<file path="config.mk">
export PLATFORM = sky130hd
export DESIGN_NAME = crc8_arbiter
export DESIGN_NICKNAME = d
export VERILOG_FILES = /design/src/rtl/crc8_pkg.sv /design/src/rtl/crc8_core.sv /design/src/rtl/crc8_arbiter.sv
export SDC_FILE = /design/constraint.sdc
export NUM_CORES = 1
export LEC_CHECK = 0
export CAP_MARGIN = 15
export CORE_MARGIN = 2
export CORE_UTILIZATION = 40
export CTS_CLUSTER_SIZE = 25
export DETAILED_ROUTE_END_ITERATION = 12
export GPL_ROUTABILITY_DRIVEN = 0
export MAX_ROUTING_LAYER = met4
export PLACE_DENSITY = 0.68
export SETUP_SLACK_MARGIN = 0.05
export SLEW_MARGIN = 20
export SYNTH_ARGS = -nofsm -noshare
export SYNTH_HDL_FRONTEND = slang
export SYNTH_HIERARCHICAL = 1
export SYNTH_SLANG_ARGS = --single-unit
</file>
<file path="constraint.sdc">
create_clock -name clk -period 2.45 [get_ports clk]
set_input_delay 0.3675 -clock clk [delete_from_list [all_inputs] [get_ports clk]]
set_output_delay 0.3675 -clock clk [all_outputs]
set_load 0.01 [all_outputs]
</file>
<file path="src/rtl/crc8_pkg.sv">
// Shared definitions for the CRC-8 arbiter: FSM state encoding and default CRC parameters.
package crc8_pkg;

  typedef enum logic [1:0] {
    IDLE  = 2'd0,
    FETCH = 2'd1,
    SHIFT = 2'd2,
    DONE  = 2'd3
  } state_t;

  localparam logic [7:0] CRC8_POLY   = 8'h07;
  localparam logic [7:0] CRC8_INIT   = 8'h00;
  localparam logic [7:0] CRC8_XOROUT = 8'h00;

endpackage

</file>
<file path="src/rtl/crc8_core.sv">
// Bit-serial CRC-8 register, MSB-first; knows nothing about ports or framing.
module crc8_core
  import crc8_pkg::*;
#(
  parameter logic [7:0] POLY = CRC8_POLY,
  parameter logic [7:0] INIT = CRC8_INIT
) (
  input  logic       clk,
  input  logic       clear,
  input  logic       shift_en,
  input  logic       din,
  output logic [7:0] crc
);

  logic fb;

  assign fb = crc[7] ^ din;

  always_ff @(posedge clk) begin
    if (clear) begin
      crc <= INIT;
    end else if (shift_en) begin
      crc <= {crc[6:0], 1'b0} ^ (fb ? POLY : 8'h00);
    end
  end

endmodule

</file>
<file path="src/rtl/crc8_arbiter.sv">
// Two-port round-robin frame arbiter feeding a shared bit-serial CRC-8 engine,
// returning CRC, owning port and saturating length per frame.
module crc8_arbiter
  import crc8_pkg::*;
#(
  parameter logic [7:0] POLY   = CRC8_POLY,
  parameter logic [7:0] INIT   = CRC8_INIT,
  parameter logic [7:0] XOROUT = CRC8_XOROUT
) (
  input  logic       clk,
  input  logic       rst,
  input  logic [1:0] req_valid,
  input  logic [7:0] req_data0,
  input  logic [7:0] req_data1,
  input  logic [1:0] req_last,
  output logic [1:0] req_ready,
  output logic       res_valid,
  output logic [7:0] res_crc,
  output logic       res_id,
  output logic [7:0] res_len,
  input  logic       res_ready,
  output logic       busy
);

  state_t     state;
  logic       ptr;
  logic       grant;
  logic       last_q;
  logic [7:0] byte_q;
  logic [7:0] len;
  logic [2:0] bitcnt;
  logic [7:0] crc;
  logic       core_clear;
  logic       core_shift;
  logic       accept;
  logic [7:0] grant_data;

  function automatic logic [7:0] sat_inc(input logic [7:0] v);
    return (v == 8'hFF) ? v : v + 8'd1;
  endfunction

  assign grant_data = grant ? req_data1 : req_data0;
  assign accept     = (state == FETCH) && req_valid[grant];
  assign core_clear = rst || ((state == IDLE) && (|req_valid));
  assign core_shift = (state == SHIFT);
  assign busy       = (state != IDLE);
  // The CRC register is frozen in DONE, so the result can be read straight from it.
  assign res_crc    = res_valid ? (crc ^ XOROUT) : 8'h00;

  always_comb begin
    req_ready = 2'b00;
    if (state == FETCH) req_ready[grant] = 1'b1;
  end

  crc8_core #(
    .POLY (POLY),
    .INIT (INIT)
  ) u_core (
    .clk      (clk),
    .clear    (core_clear),
    .shift_en (core_shift),
    .din      (byte_q[7]),
    .crc      (crc)
  );

  // Captured byte is consumed MSB-first by shifting left.
  always_ff @(posedge clk) begin
    if (accept) begin
      byte_q <= grant_data;
      last_q <= req_last[grant];
    end else if (state == SHIFT) begin
      byte_q <= {byte_q[6:0], 1'b0};
    end
  end

  always_ff @(posedge clk) begin
    if (rst) begin
      state     <= IDLE;
      ptr       <= 1'b0;
      grant     <= 1'b0;
      len       <= 8'h00;
      bitcnt    <= 3'd0;
      res_valid <= 1'b0;
      res_id    <= 1'b0;
      res_len   <= 8'h00;
    end else begin
      case (state)
        IDLE: begin
          if (|req_valid) begin
            grant  <= req_valid[ptr] ? ptr : ~ptr;
            len    <= 8'h00;
            bitcnt <= 3'd0;
            state  <= FETCH;
          end
        end
        FETCH: begin
          if (req_valid[grant]) begin
            len    <= sat_inc(len);
            bitcnt <= 3'd0;
            state  <= SHIFT;
          end
        end
        SHIFT: begin
          bitcnt <= bitcnt + 3'd1;
          if (bitcnt == 3'd7) begin
            if (last_q) begin
              state     <= DONE;
              res_valid <= 1'b1;
              res_id    <= grant;
              res_len   <= len;
            end else begin
              state <= FETCH;
            end
          end
        end
        DONE: begin
          if (res_ready) begin
            res_valid <= 1'b0;
            ptr       <= ~grant;
            state     <= IDLE;
          end
        end
        default: state <= IDLE;
      endcase
    end
  end

endmodule

</file>
==> impl_metrics.env, run 1 <==
export IMPL_status="finished, final reports clean"
export IMPL_area_delta_synth_final_pct=29.83
export IMPL_fillers=477
export IMPL_final_cell_mix="clkdlybuf4s50_1, dfxtp_1, nor2_1, nand2_1, a21oi_1"
export IMPL_wl_mm=4.221
export IMPL_cts_root_buf="clkbuf_8"
export IMPL_drv_cap=0
export IMPL_cts_tree="built"
export IMPL_drc_errors=0
export IMPL_setup_viol=0
export IMPL_io_pins=44
export IMPL_multi_input_area_um2=1039
export IMPL_path_clk_slew_ps=70
export IMPL_viasPerCell=5.095
export IMPL_post_drt_wl_per_cell_um=12.49
export IMPL_postSynth_topFlopCell="dfxtp_1"
export IMPL_ant_nets=0
export IMPL_htreeDepth=2
export IMPL_post_cts_buffers=0
export IMPL_grt_overflow=0
export IMPL_drv_slew=0
export IMPL_cts_resized=0
export IMPL_grt_pass1_vias=1518
export IMPL_fmax_mhz=462.0
export IMPL_final_common_cell="clkdlybuf4s50_1"
export IMPL_seq_area_um2=932.1
export IMPL_grt_usage_pct=16.76
export IMPL_yosys_warnings=6
export IMPL_fin_nets=293
export IMPL_tightestPinTransition_ps=528.5
export IMPL_dpl_hpwl_mm=3.112
export IMPL_slew_headroom_pct=64.50
export IMPL_dieWidth_um=75.76
export IMPL_syn_inst=223
export IMPL_timing_reg2reg_setup_slack_ps=620
export IMPL_power_density_nw_per_um2=578.8
export IMPL_timing_worst_setup_path_type="reg -> out"
export IMPL_rsz0062_at_grt="false"
export IMPL_required_ps=2080
export IMPL_start_util_pct=40.84
export IMPL_num_antenna_cells=0
export IMPL_first_pass_iters=4
export IMPL_hold_class="reg -> reg"
export IMPL_rows=26
export IMPL_p_leak_nw=0.9006
export IMPL_port_buffer_count=43
export IMPL_vias=1722
export IMPL_synthTopCellsByArea="dfxtp_1, edfxtp_1, mux2i_1, nor2_1, a21oi_1"
export IMPL_core_um2=5042
export IMPL_finalCritPeriodShare_pct=88.35
export IMPL_clock_sinks=42
export IMPL_synth_nets=249
export IMPL_start_kind="flip-flop"
export IMPL_final_hold_viol_count=0
export IMPL_grt_max_degree=22
export IMPL_synth_seq_cells=42
export IMPL_numCtsBuffers=5
export IMPL_place_ws_ps=308.9
export IMPL_final_setup_skew_ps=10.69
export IMPL_fin_ws_ps=285.5
export IMPL_crit_arrival_ps=1800
export IMPL_syn_area_um2=2059
export IMPL_synth_cell_types=48
export IMPL_synth_edff_count=9
export IMPL_die_area_um2=5739
export IMPL_synth_seq_area_share_pct=45.20
export IMPL_drive_gt1_share_pct=8.209
export IMPL_tns_ps=0
export IMPL_avgSynthCellArea_um2=9.235
export IMPL_synth_top_area_share_pct=32.08
export IMPL_synth_top_area_cell="dfxtp_1"
export IMPL_peakVddDrop_mv=0.2790
export IMPL_antenna_found_initial=0
export IMPL_min_period_ps=2165
export IMPL_insertion_delay_ps=300
export IMPL_setup_worst_path_end_class="primary output"
export IMPL_hold_buffers=0
export IMPL_die_h_um=75.76
export IMPL_clockBufferDepth=2
export IMPL_crit_fanout=14
export IMPL_drtIter0Drc=49
export IMPL_grt_first_pass_wirelength_mm=7.258
export IMPL_async_flop_share_pct=0
==> final timing paths <==
kind	start	endpoint	cells after the start
max	state[1]	req_ready[0]	3
min	res_len[5]	res_len[5]	2
max reg2reg	state[1]	u_core/crc[1]	4
min reg2reg	res_len[5]	res_len[5]	2
==> cell families after synthesis <==
family / count (synthesis) / synth area share [%]
compound gates: 51 / 17.86
mux: 19 / 9.477
flops: 42 / 45.20
buf+inv: 20 / 4.374
simple gates: 87 / 20.84
xor+xnor: 1 / 0.4254
fa+ha+maj: 3 / 1.823
==> synthesized netlist by cell type (2+ instances only) <==
master and instances:
a211oi_1 3, a21oi_1 18, a22oi_1 2, a2bb2oi_1 4
and2_1 9, and3_1 3, buf_2 3, clkbuf_1 6
dfxtp_1 33, edfxtp_1 9, ha_1 3, inv_1 8
mux2i_1 17, nand2_1 22, nand2b_1 5, nand3_1 6
nand3b_1 2, nand4_1 2, nand4b_1 2, nor2_1 25
nor2b_1 2, nor3_1 4, o21a_1 2, o21ai_0 4
o21bai_1 2, o22ai_1 2, o311ai_0 2, or2_2 2
or4b_1 2
==> metal layers <==
metal,GRT usage (%),vias up,part of all wire [%]
met1,23.85,798,50
met3,2.381,6,3.2
li1,-,889,-
met2,24.23,29,45
met4,5.848,0,1.7
met5,-,-,0
==> sequential cells by signal (all words and copies together), names as in the netlist, 2 cells and up <==
signal / flops
state: 2
bitcnt: 3
byte_q: 8
res_len: 8
len: 8
u_core/crc: 8
==> where the power goes <==
group / internal, mW / total, mW / switching (mW)
logic: 0.117 / 0.234 / 0.117
clock network: 0.304 / 0.542 / 0.238
registers: 0.743 / 0.771 / 0.0281
total: 1.16 / 1.55 / 0.383
==> cell type report <==
type	instances	share of cell area [%]
multi-input cells	161	38.84
repair buffers	49	17.78
clock buffers	6	2.714
inverters	8	1.123
clock inverters	2	1.404
well taps	70	3.276
flip-flops and latches	42	34.86
==> stage by stage <==
step / cell area [um^2] / total power, mW / hold WS [ps] / utilization [%] / cells
finish: 2674 / 1.548 / 455.8 / 53.03 / 338
floorplan: 2059 / 0.9331 / 445.7 / - / 223
detailed placement: 2562 / 1.022 / 448.2 / 50.82 / 330
global route: 2674 / 1.617 / 485.3 / 53.03 / 338
global placement: 2562 / 1.018 / 444.9 / 50.82 / 330
CTS: 2673 / 1.558 / 459.1 / 53.00 / 338
==> critical path, stage by stage, from the launching register on <==
cell and delay (ps):
dfxtp_1 640, nand2b_1 310, nor2_1 70, clkdlybuf4s50_1 480
No activity file was read; power rests on OpenSTA's default activity.
==> run 2, diff against run 1 <==
--- a/config.mk
+++ b/config.mk
@@ -11,8 +11,7 @@
 export CTS_CLUSTER_SIZE = 25
 export DETAILED_ROUTE_END_ITERATION = 12
 export GPL_ROUTABILITY_DRIVEN = 0
-export MAX_ROUTING_LAYER = met4
-export PLACE_DENSITY = 0.68
+export PLACE_DENSITY = 0.71
 export SETUP_SLACK_MARGIN = 0.05
 export SLEW_MARGIN = 20
 export SYNTH_ARGS = -nofsm -noshare
==> constraint.sdc (replaced) <==
create_clock -name clk -period 1.82 [get_ports clk]
set_input_delay 0.273 -clock clk [delete_from_list [all_inputs] [get_ports clk]]
set_output_delay 0.273 -clock clk [all_outputs]
set_load 0.01 [all_outputs]
==> run 2 against run 1 <==
Sequential power grew 34%. Cell count grew 4.7%. Sequential share of layout area shrank 1.6 points. Die area is the same. Clock power grew 39%. Total power grew 39%. First-iteration DRC count shrank 10%. Utilization grew 3.0 points. Wire length grew 6.0%. Critical path type unchanged. Largest cell class unchanged.
==> impl_metrics.env, run 2 (synthesized netlist as in run 1, its figures left out) <==
export IMPL_drive_gt1_share_pct=15.85
export IMPL_viasPerCell=4.966
export IMPL_hold_depth=2
export IMPL_clockBufferDepth=2
export IMPL_antenna_found_initial=0
export IMPL_path_cells="nor2_2 -> inv_1 -> clkdlybuf4s50_1"
export IMPL_p_leak_nw=1.008
export IMPL_io_pins=44
export IMPL_slowest_stage="clkdlybuf4s50_1"
export IMPL_sw_frac_of_total_pct=23.72
export IMPL_grt_pass1_vias=1624
export IMPL_drc_errors=0
export IMPL_timing_worst_setup_path_type="reg -> out"
export IMPL_die_h_um=75.76
export IMPL_ant_nets=0
export IMPL_first_pass_iters=4
export IMPL_post_cts_buffers=0
export IMPL_numCtsBuffers=5
export IMPL_tightestPinTransition_ps=402.0
export IMPL_drtIter0Drc=44
export IMPL_fmax_mhz=593.9
export IMPL_cts_tree="built"
export IMPL_start_util_pct=40.84
export IMPL_status="finished, final reports clean"
export IMPL_rr_worst_depth=5
export IMPL_post_drt_wl_per_cell_um=12.64
export IMPL_place_ws_ps=-8.616
export IMPL_rsz0062_at_grt="false"
export IMPL_dieWidth_um=75.76
export IMPL_cts_root_buf="clkbuf_8"
export IMPL_htreeDepth=2
export IMPL_insertion_delay_ps=300
export IMPL_start_kind="flip-flop"
export IMPL_finalCritPeriodShare_pct=92.51
export IMPL_clock_sinks=42
export IMPL_vias=1758
export IMPL_area_delta_synth_final_pct=37.06
export IMPL_p_seq_share_pct=47.7
export IMPL_slew_headroom_pct=72.85
export IMPL_fin_nets=309
export IMPL_final_cell_mix="clkdlybuf4s50_1, dfxtp_1, nor2_1, nand2_1, buf_4"
export IMPL_final_setup_skew_ps=11.19
export IMPL_power_density_nw_per_um2=764.1
export IMPL_fillers=467
export IMPL_fin_ws_ps=136.3
export IMPL_core_um2=5042
export IMPL_tns_ps=0
export IMPL_p_clk_share_pct=34.9
export IMPL_setup_worst_path_end_class="primary output"
export IMPL_peakVddDrop_mv=0.4700
export IMPL_p_comb_share_pct=17.3
export IMPL_crit_fanout=8
export IMPL_slowest_delay_ps=550
export IMPL_setup_viol=0
export IMPL_crit_arrival_ps=1410
export IMPL_required_ps=1550
export IMPL_drv_cap=0
export IMPL_grt_max_degree=18
export IMPL_grt_first_pass_wirelength_mm=7.500
export IMPL_die_area_um2=5739
export IMPL_hold_class="reg -> reg"
export IMPL_port_buffer_count=43
export IMPL_final_hold_viol_count=0
export IMPL_dpl_hpwl_mm=3.325
export IMPL_path_clk_slew_ps=80
export IMPL_grt_usage_pct=17.14
export IMPL_p_sw_mw=0.5117
export IMPL_wl_mm=4.474
export IMPL_min_period_ps=1684
export IMPL_grt_overflow=0
export IMPL_final_common_cell="clkdlybuf4s50_1"
export IMPL_num_antenna_cells=0
export IMPL_rows=26
export IMPL_drv_slew=0
export IMPL_internal_power_mw=1.645
[run 2: final timing paths]
| path | start | slack (ps) | to |
|---|---|---|---|
| max | state[1] | 140 | busy |
| min | res_len[6] | 460 | res_len[6] |
| max reg2reg | len[1] | 200 | len[5] |
| min reg2reg | res_len[6] | 460 | res_len[6] |
[run 2: critical path, delay by kind of cell (launching register included)]
family	cells	cell delay, ps
buf+inv	2	630
flops	1	420
simple gates	1	70
[run 2: layout make-up]
| class | count | area, um^2 | share of cell area [%] |
|---|---|---|---|
| clock buffer | 7 | 86.33 | 3.059 |
| timing repair buffer | 65 | 596.8 | 21.14 |
| tap | 70 | 87.58 | 3.103 |
| multi-input combinational | 161 | 1054 | 37.32 |
| clock inverter | 1 | 30.03 | 1.064 |
| sequential | 42 | 938.4 | 33.24 |
| inverter | 8 | 30.03 | 1.064 |
[run 2: routing by layer]
metal / global-route usage (%) / routed length, um / vias up
met5: 0 / 0 / -
met4: 5.848 / 78 / 0
met3: 4.497 / 157 / 6
met2: 26.34 / 2061 / 30
met1: 23.35 / 2177 / 805
li1: - / - / 917
[run 2: what timing repair did]
item	CTS	global route
gates resized for setup	8	3
gates cloned	0	0
setup endpoints to repair	10	3
hold buffers	0	0
[run 2: power groups by stage]
stage                     Sequential [mW]  Clock, mW  Combinational, mW
after floorplan                      1.04          0              0.218
after global placement               1.04          0              0.365
after detailed placement             1.05          0              0.370
after CTS                            1.03      0.782              0.375
after global routing                 1.03      0.803              0.411
final                                1.03      0.754              0.374
[run 2: stage by stage]
stage          total power [mW]  hold WS (ps)  util [%]  instances  cell area [um^2]
5_1_grt                   2.248         476.8     55.98        354              2823
3_3_place_gp              1.410         446.4     53.20        346              2683
3_5_place_dp              1.416         446.2     53.20        346              2683
4_1_cts                   2.185         456.3     55.83        354              2815
2_1_floorplan             1.256         438.4         -        223              2059
6_report                  2.157         455.6     55.98        354              2823
==> run 3, diff against run 2 <==
--- a/config.mk
+++ b/config.mk
@@ -5,7 +5,7 @@
 export SDC_FILE = /design/constraint.sdc
 export NUM_CORES = 1
 export LEC_CHECK = 0
-export CAP_MARGIN = 15
+export CAP_MARGIN = 20
 export CORE_MARGIN = 2
 export CORE_UTILIZATION = 40
 export CTS_CLUSTER_SIZE = 25
==> results of run 3 <==
The final DEF is identical to that of run 2; final timing and power are the same.
